$ cat src/rtl/intr_seq.sv
// Interrupt entry sequencer: freezes fetch, drains the pipe, pushes the return PC, then vectors to the ISR.
// Optional build macro INTR_SEQ_EDGE_EN selects edge-triggered requests (default: level-sampled).
module intr_seq #(
  parameter int unsigned DRAIN_CYCLES = 3,
  parameter logic [7:0]  VEC_ADDR     = 8'h01
) (
  input  logic       clk,
  input  logic       rst,
  input  logic       int_sig,
  input  logic       rti_in,
  input  logic [7:0] pc_in,
  input  logic       redirect_in,
  input  logic [7:0] redirect_pc_in,
  input  logic [7:0] mem_rdata_in,
  output logic       pc_write_en,
  output logic       if_id_write_en,
  output logic       flush_ifid,
  output logic       inject_bubble,
  output logic       memb_ovr,
  output logic [7:0] memb_addr,
  output logic       memb_we,
  output logic [7:0] memb_wdata,
  output logic       sp_sel,
  output logic       sp_dec,
  output logic       pc_ovr,
  output logic [7:0] pc_ovr_val,
  output logic       in_isr
);

  typedef enum logic [1:0] {IDLE, DRAIN, PUSH, VEC} state_t;

  localparam logic [2:0] CNT_LAST = 3'(DRAIN_CYCLES - 1);

  state_t     state;
  logic [2:0] cnt;
  logic       pending;
  logic [7:0] ret_pc;
  logic       start;

  assign start = (state == IDLE) && pending && !in_isr;

`ifdef INTR_SEQ_EDGE_EN
  logic int_prev;
  logic req_edge;
  assign req_edge = int_sig && !int_prev;
`endif

  // NOTE: sequential state uses non-blocking assignments so every register sees pre-edge values.
  always_ff @(posedge clk) begin
    if (rst) begin
      state   <= IDLE;
      cnt     <= 3'd0;
      pending <= 1'b0;
      in_isr  <= 1'b0;
      ret_pc  <= 8'h00;
`ifdef INTR_SEQ_EDGE_EN
      int_prev <= 1'b0;
`endif
    end else begin
`ifdef INTR_SEQ_EDGE_EN
      int_prev <= int_sig;
      // A fresh edge wins over the clear so a request arriving on the accept cycle is not lost.
      if (req_edge)   pending <= 1'b1;
      else if (start) pending <= 1'b0;
`else
      if (start)                                      pending <= 1'b0;
      else if (state == IDLE && (!in_isr || rti_in)) pending <= int_sig;
`endif

      if (state == VEC) in_isr <= 1'b1;
      else if (rti_in)  in_isr <= 1'b0;

      case (state)
        IDLE: begin
          if (start) begin
            state  <= DRAIN;
            cnt    <= 3'd0;
            ret_pc <= pc_in;
          end
        end
        DRAIN: begin
          // Younger branches still resolve while draining; the last target is the true return point.
          if (redirect_in) ret_pc <= redirect_pc_in;
          if (cnt == CNT_LAST) begin
            state <= PUSH;
            cnt   <= 3'd0;
          end else begin
            cnt <= cnt + 3'd1;
          end
        end
        PUSH:    state <= VEC;
        VEC:     state <= IDLE;
        default: state <= IDLE;
      endcase
    end
  end

  // NOTE: every output gets a default first so no path through the case can infer a latch.
  always_comb begin
    pc_write_en    = 1'b1;
    if_id_write_en = 1'b1;
    flush_ifid     = 1'b0;
    inject_bubble  = 1'b0;
    memb_ovr       = 1'b0;
    memb_addr      = 8'h00;
    memb_we        = 1'b0;
    memb_wdata     = 8'h00;
    sp_sel         = 1'b0;
    sp_dec         = 1'b0;
    pc_ovr         = 1'b0;
    pc_ovr_val     = 8'h00;
    case (state)
      IDLE: flush_ifid = start;
      DRAIN: begin
        pc_write_en    = 1'b0;
        if_id_write_en = 1'b0;
        inject_bubble  = 1'b1;
      end
      PUSH: begin
        pc_write_en    = 1'b0;
        if_id_write_en = 1'b0;
        memb_ovr       = 1'b1;
        memb_we        = 1'b1;
        memb_wdata     = ret_pc;
        sp_sel         = 1'b1;
        sp_dec         = 1'b1;
      end
      VEC: begin
        if_id_write_en = 1'b0;
        memb_ovr       = 1'b1;
        memb_addr      = VEC_ADDR;
        pc_ovr         = 1'b1;
        pc_ovr_val     = mem_rdata_in;
      end
      default: ;
    endcase
  end

endmodule
$ cat config.mk
export PLATFORM = sky130hd
export DESIGN_NAME = intr_seq
export DESIGN_NICKNAME = d
export VERILOG_FILES = /design/src/rtl/intr_seq.sv
export SDC_FILE = /design/constraint.sdc
export NUM_CORES = 1
export LEC_CHECK = 0
export CORE_MARGIN = 3
export CORE_UTILIZATION = 61
export CTS_CLUSTER_SIZE = 20
export DETAILED_ROUTE_END_ITERATION = 6
export DONT_BUFFER_PORTS = 1
export PLACE_DENSITY = 0.76
export SLEW_MARGIN = 20
export SYNTH_ARGS = -nofsm -noshare
export SYNTH_HDL_FRONTEND = slang
export SYNTH_SLANG_ARGS = --single-unit
$ cat constraint.sdc
create_clock -name clk -period 3.36 [get_ports clk]
set_clock_uncertainty 0.2 [all_clocks]
set_input_delay 0 -clock clk [delete_from_list [all_inputs] [get_ports clk]]
set_output_delay 0 -clock clk [all_outputs]
set_load 0.02 [all_outputs]
Yosys cells after proc, flatten, opt, wreduce, memory -nomap -nowiden --
Cells that the tools add are included.
Storage, ports and cells: register bits 15, output and inout bits 34, word-level logic and storage cells 49
Cells by class: $add $sub $neg 1, equality and inequality tests 7, multiplexer cells 21, reduce and logical (&&, ||, !) cells 15
Operator list (count):
- two-way mux 8 bit | 4
- one-hot mux 8 bit (2 select lines) | 1
- two-way mux 1 bit | 10
- one-hot mux 2 bit (4 select lines) | 1
- two-way mux 3 bit | 2
- inequality test 2 bit (second input constant) | 3
- one-hot mux 3 bit (2 select lines) | 1
- OR reduction 2 bit | 3
- == test 2 bit (second input constant) | 2
- two-way mux 2 bit | 2
- AND reduction 2 bit | 2
- nonzero test 2 bit | 2
- adder 3 x 1 -> 3 bit (second input constant) | 1
- == test 3 x 2 -> 1 bit (second input constant) | 1
- logical AND 1 bit | 3
- AND reduction 3 bit | 1
- OR reduction 3 bit | 1
- == test 2 x 1 -> 1 bit (second input constant) | 1
- zero test 2 bit | 1
- zero test 1 bit | 1
- logical OR 1 bit | 1

Longest topological paths before layout --
depth after elaboration 5, mapped depth 7

Worst setup path before layout --
OpenSTA, ideal clock, no wires.
path type register to register, start reg state[1], end reg ret_pc[0], setup time 0.125 ns, arrival time 1.535 ns, required time 3.035 ns, slack 1.500 ns, cell stages (with the launch flop) 8, buffers on the path 2, period minus slack after synthesis 1.860 ns, path through dfxtp_1 > inv_1 > ha_1 > buf_6 > buf_6 > mux2_1 > a211oi_1 > a211oi_1
Between the ends: longest elaborated chain between the ends 5, elaborated cells on any way between the ends 9
RTL lines:
- from (decl) | line 34 | state_t state;
- from (signal assigned) | line 51 | state <= IDLE;
- from (signal assigned) | line 76 | state <= DRAIN;
- from (signal assigned) | line 85 | state <= PUSH;
- zero test 2 bit | line 40, 73
- logical AND 1 bit (2 in a row) | line 40 | assign start = (state == IDLE) && pending && !in_isr;
- inequality test 2 bit (no line)
- AND reduction 3 bit (no line)
- to (signal assigned) | line 78 | ret_pc <= pc_in;
- to (signal assigned) | line 83 | if (redirect_in) ret_pc <= redirect_pc_in;
- to (decl) | line 37 | logic [7:0] ret_pc;
Parallel ways exist; a longest one is shown, timed or not. A chain may end at the register's enable or synchronous reset.

Final worst setup path --
start reg state[1], end reg ret_pc[1]
The elaborated chain is that of the path after synthesis.

==> summary.md <==
| Metric | Value |
|---|---|
| Outcome | complete, no violations |
| Register area share after synthesis | 0.265 |
| Sequential share of power | 0.260 |
| Pint | 535 µW |
| Setup-violating endpoint count in the final report | 0 |
| Power share of the clock group | 0.099 |
| Post-synth top area cell | dfxtp_1 |
| Ant. Diodes | 0 |
| Worst-Skew Late Latency | 0.28 ns |
| Vias | 932 |
| Nets | 175 |
| Clock sink count | 15 |
| Hold Vio Cnt, Final | 0 |
| Layout cells sized above 1 | 0.107 |
| Initial antenna violation count | 0 |
| PwrDens | 796 nW/µm² |
| Compound-Gate Fraction of Synth Area | 0.208 |
| Simple-Gate Fraction of Synth Area | 0.178 |
| Synthesis-stage register bit count | 15 |
| Setup crit start kind | flip-flop |
| Final worst setup slack | 0.413 ns |
| Adder-Cell Fraction of Synth Area | 0.0552 |
| Max-cap violations | 0 |
| Drt wl/cell | approximately 17 µm |
| First-pass GRT wire length | roughly 4700 µm |
| Register-to-register setup slack | 0.41 ns |
| Worst-case reg-to-reg path depth | 6 |
| Synth-to-Final Area Change | 12.6% |
| Row count | 14 |
| Ports | 63 |
| Hold endpoint | pc_ovr_val[1] |
| RePlAce Congestion | about 0.83 |
| Hold crit path type | input port to primary output |
| Switch share | 0.473 |
| Hold buffer count at cts | 20 |
| Post-route total power | 1.01 mW |
| Syn avg cell area | 8.92 µm² |
| Setup TNS Final | 0 ns |
| Synth Instances | 127 |
| Die Height | between 40 and 50 µm |
| Cell Area, Synth | 1130 µm² |
| WL final | 2800 µm |
| Bufs on Longest Clock Path | 2 |
| CTS tree | yes |
| Placed cells | 140 |
| Synth area leaders | dfxtp_1, a211oi_1, and2_1 |
| CTS H-tree depth | 1 |
| Peak supply drop | between 0.4 and 0.5 mV |
| Antenna-violating nets left | 0 |
| Slowest cell on the critical path | ha_1 |
| Worst Min Path Start | mem_rdata_in[1] |
| Global route overflow | 0 |
| Post-CTS Resized | 0 |
| Relative slew slack | 0.357 |
| Root Buffer Master | clkbuf_4 |
| Sequence of cells on the critical path | inv_1, ha_1, mux2_2, dlygate4sd3_1, a211oi_1, a211oi_1 |
| GRT Total Usage | 0.251 |
| Unrepaired setup endpoints after global routing | no |
| Reg2reg start | state[1] |
| CP Data Required Time | 3.31 ns |
| Max FO, Critical Path | 18 |
| Max-slew violations | 0 |
| Largest net degree at the start of global routing | 19 |
| Total CTS buffers | 3 |
| Clock transition at path regs | ~0.080 ns |
| Top-area cell type share of the netlist area | 0.265 |
| Combinational power share | 0.641 |
| Drt pass-1 iters | 4 |
| Vias in the first global route | 933 |
| Die outline width | 49.1 µm |
| Syn. warnings | 0 |
| Pre-CTS setup slack | 0.980 ns |
| Core footprint | 1630 µm² |
| Sw power | 480 µW |
| Vias per inst | 5.68 |
| Library cells used by synthesis | 36 |
| Slew @ Worst Pin | 0.965 ns |
| Crit path DAT | 2.89 ns |
| LEAKAGE | 0.484 nW |
| XOR/XNOR Fraction of Synth Area | 0 |
| Initial DRC count | 8 |
| Hold Path Cell Cnt | 1 |
| Post-Layout Cell Count | 164 |
| Crit Path Class | flip-flop to flip-flop |
| Final Cycle Share | 0.877 |
| Crit path top cell by count | a211oi_1 |
| Reg2Reg Capture Point | ret_pc[1] |
| Post-synthesis mux area share | 0.117 |
| Die footprint | ~2400 µm² |
| Highest clock rate | 339 MHz |
| Port bufs | 0 |
| DRC viols | 0 |
| Setup crit end kind | flip-flop |
| Setup bufs post-CTS | 0 |
| Largest family of logic cells by synthesized area | compound AO/OA/AOI/OAI gates |
| Starting Density | 0.695 |
| Final min period | 2.95 ns |
| Slowest stage delay, CP | 0.81 ns |
==> cell usage after synthesis <==
cell,instances
o2111ai_1,1
or2b_1,1
nand3_1,2
a211oi_1,16
o21bai_1,1
nor2b_1,1
a31oi_1,2
dfxtp_1,15
nand2_1,2
o211ai_1,2
nand2b_2,1
clkbuf_1,1
nand3b_1,1
a21oi_1,3
a21oi_2,1
or2_2,1
mux2_1,2
a2111o_1,1
inv_1,15
nand2b_1,4
conb_1,1
a22oi_2,1
and2_1,16
clkbuf_2,1
mux2_2,6
mux2i_1,2
buf_4,11
ha_1,5
clkinv_1,1
a221oi_1,1
buf_6,4
and2b_1,1
or3b_1,1
mux2i_4,1
nor4_1,1
a21o_4,1
==> cells by family after synthesis <==
family,count (synthesis)
AOI/OAI and AO/OA,30
adders and majority gates,5
buffers and inverters,33
DFF,15
muxes,11
other,1
and+or+nand+nor,32
==> sequential cells by signal (all words and copies together), names as in the netlist <==
register  cells
cnt           3
pending       1
state         2
in_isr        1
ret_pc        8
==> layout by cell type (no fill, tap or decap) <==
cell type       n
o211ai_1        2
a2111o_1        1
nor4_1          1
ha_1            5
a21o_4          1
inv_1          15
a31oi_1         2
mux2_1          2
conb_1          7
nand2_1         2
o2111ai_1       1
clkinv_1        1
nand3b_1        1
clkbuf_1        1
or2b_1          1
a221oi_1        1
o21bai_1        1
nand2b_2        1
nand2b_1        4
nand3_1         2
a22oi_2         1
mux2_2          6
clkbuf_4        3
and2b_1         1
nor2b_1         1
or3b_1          1
dfxtp_1        15
or2_2           1
mux2i_4         1
mux2i_1         2
and2_1         16
a21oi_1         3
a211oi_1       16
a21oi_2         1
dlygate4sd3_1  20
==> metrics by stage <==
stage          hold slack (ns)  utilization  area, µm²
3_3_place_gp            -0.134        0.644       1050
2_1_floorplan         -0.00525            -       1150
6_report               0.00487        0.783       1270
5_1_grt                0.00705        0.783       1270
4_1_cts                0.00554        0.783       1270
3_5_place_dp            -0.134        0.644       1050
==> layout make-up <==
type                    instances  area (µm²)
clock buffers                   4        26.3
fillers                       106         354
inverters                      16        60.1
multi-input cells              85         658
flip-flops and latches         15         300
well taps                      24        30.0
repair buffers                 20         200
==> layer usage <==
| metal | track usage | vias to the layer above | routed length, µm |
|---|---|---|---|
| met3 | 0.0948 | 6 | 272 |
| li1 | - | 445 | - |
| met5 | 0 | - | 0 |
| met1 | 0.285 | 419 | 1110 |
| met2 | 0.431 | 62 | 1360 |
| met4 | 0.0711 | 0 | 58 |
==> power groups by stage <==
stage	combinational [mW]	clock (mW)	sequential, mW
after global routing	0.712	0.116	0.271
after global placement	0.560	0	0.263
final	0.650	0.101	0.264
after CTS	0.633	0.105	0.262
after floorplan	0.562	0	0.257
after detailed placement	0.572	0	0.266
==> critical path: cells and delay by family, from the launching register on <==
kind / cells / cell delay (ns)
AO/OA/AOI/OAI: 2 / 0.36
adder cells (fa/ha/maj): 1 / 0.81
buffers and inverters: 2 / 0.67
flip-flops: 1 / 0.35
multiplexers: 1 / 0.42
==> worst max-delay path by stage <==
stage | to | slack, ns | start | cells after the start
after floorplan | ret_pc[0] | 1.50 | state[1] | 7
after global placement | ret_pc[0] | 1.10 | state[1] | 5
after detailed placement | ret_pc[4] | 0.98 | state[1] | 5
after CTS | ret_pc[4] | 0.48 | state[1] | 6
after global routing | ret_pc[1] | 0.25 | state[1] | 6
final | ret_pc[1] | 0.41 | state[1] | 6
(Power assumes the default switching activity.)
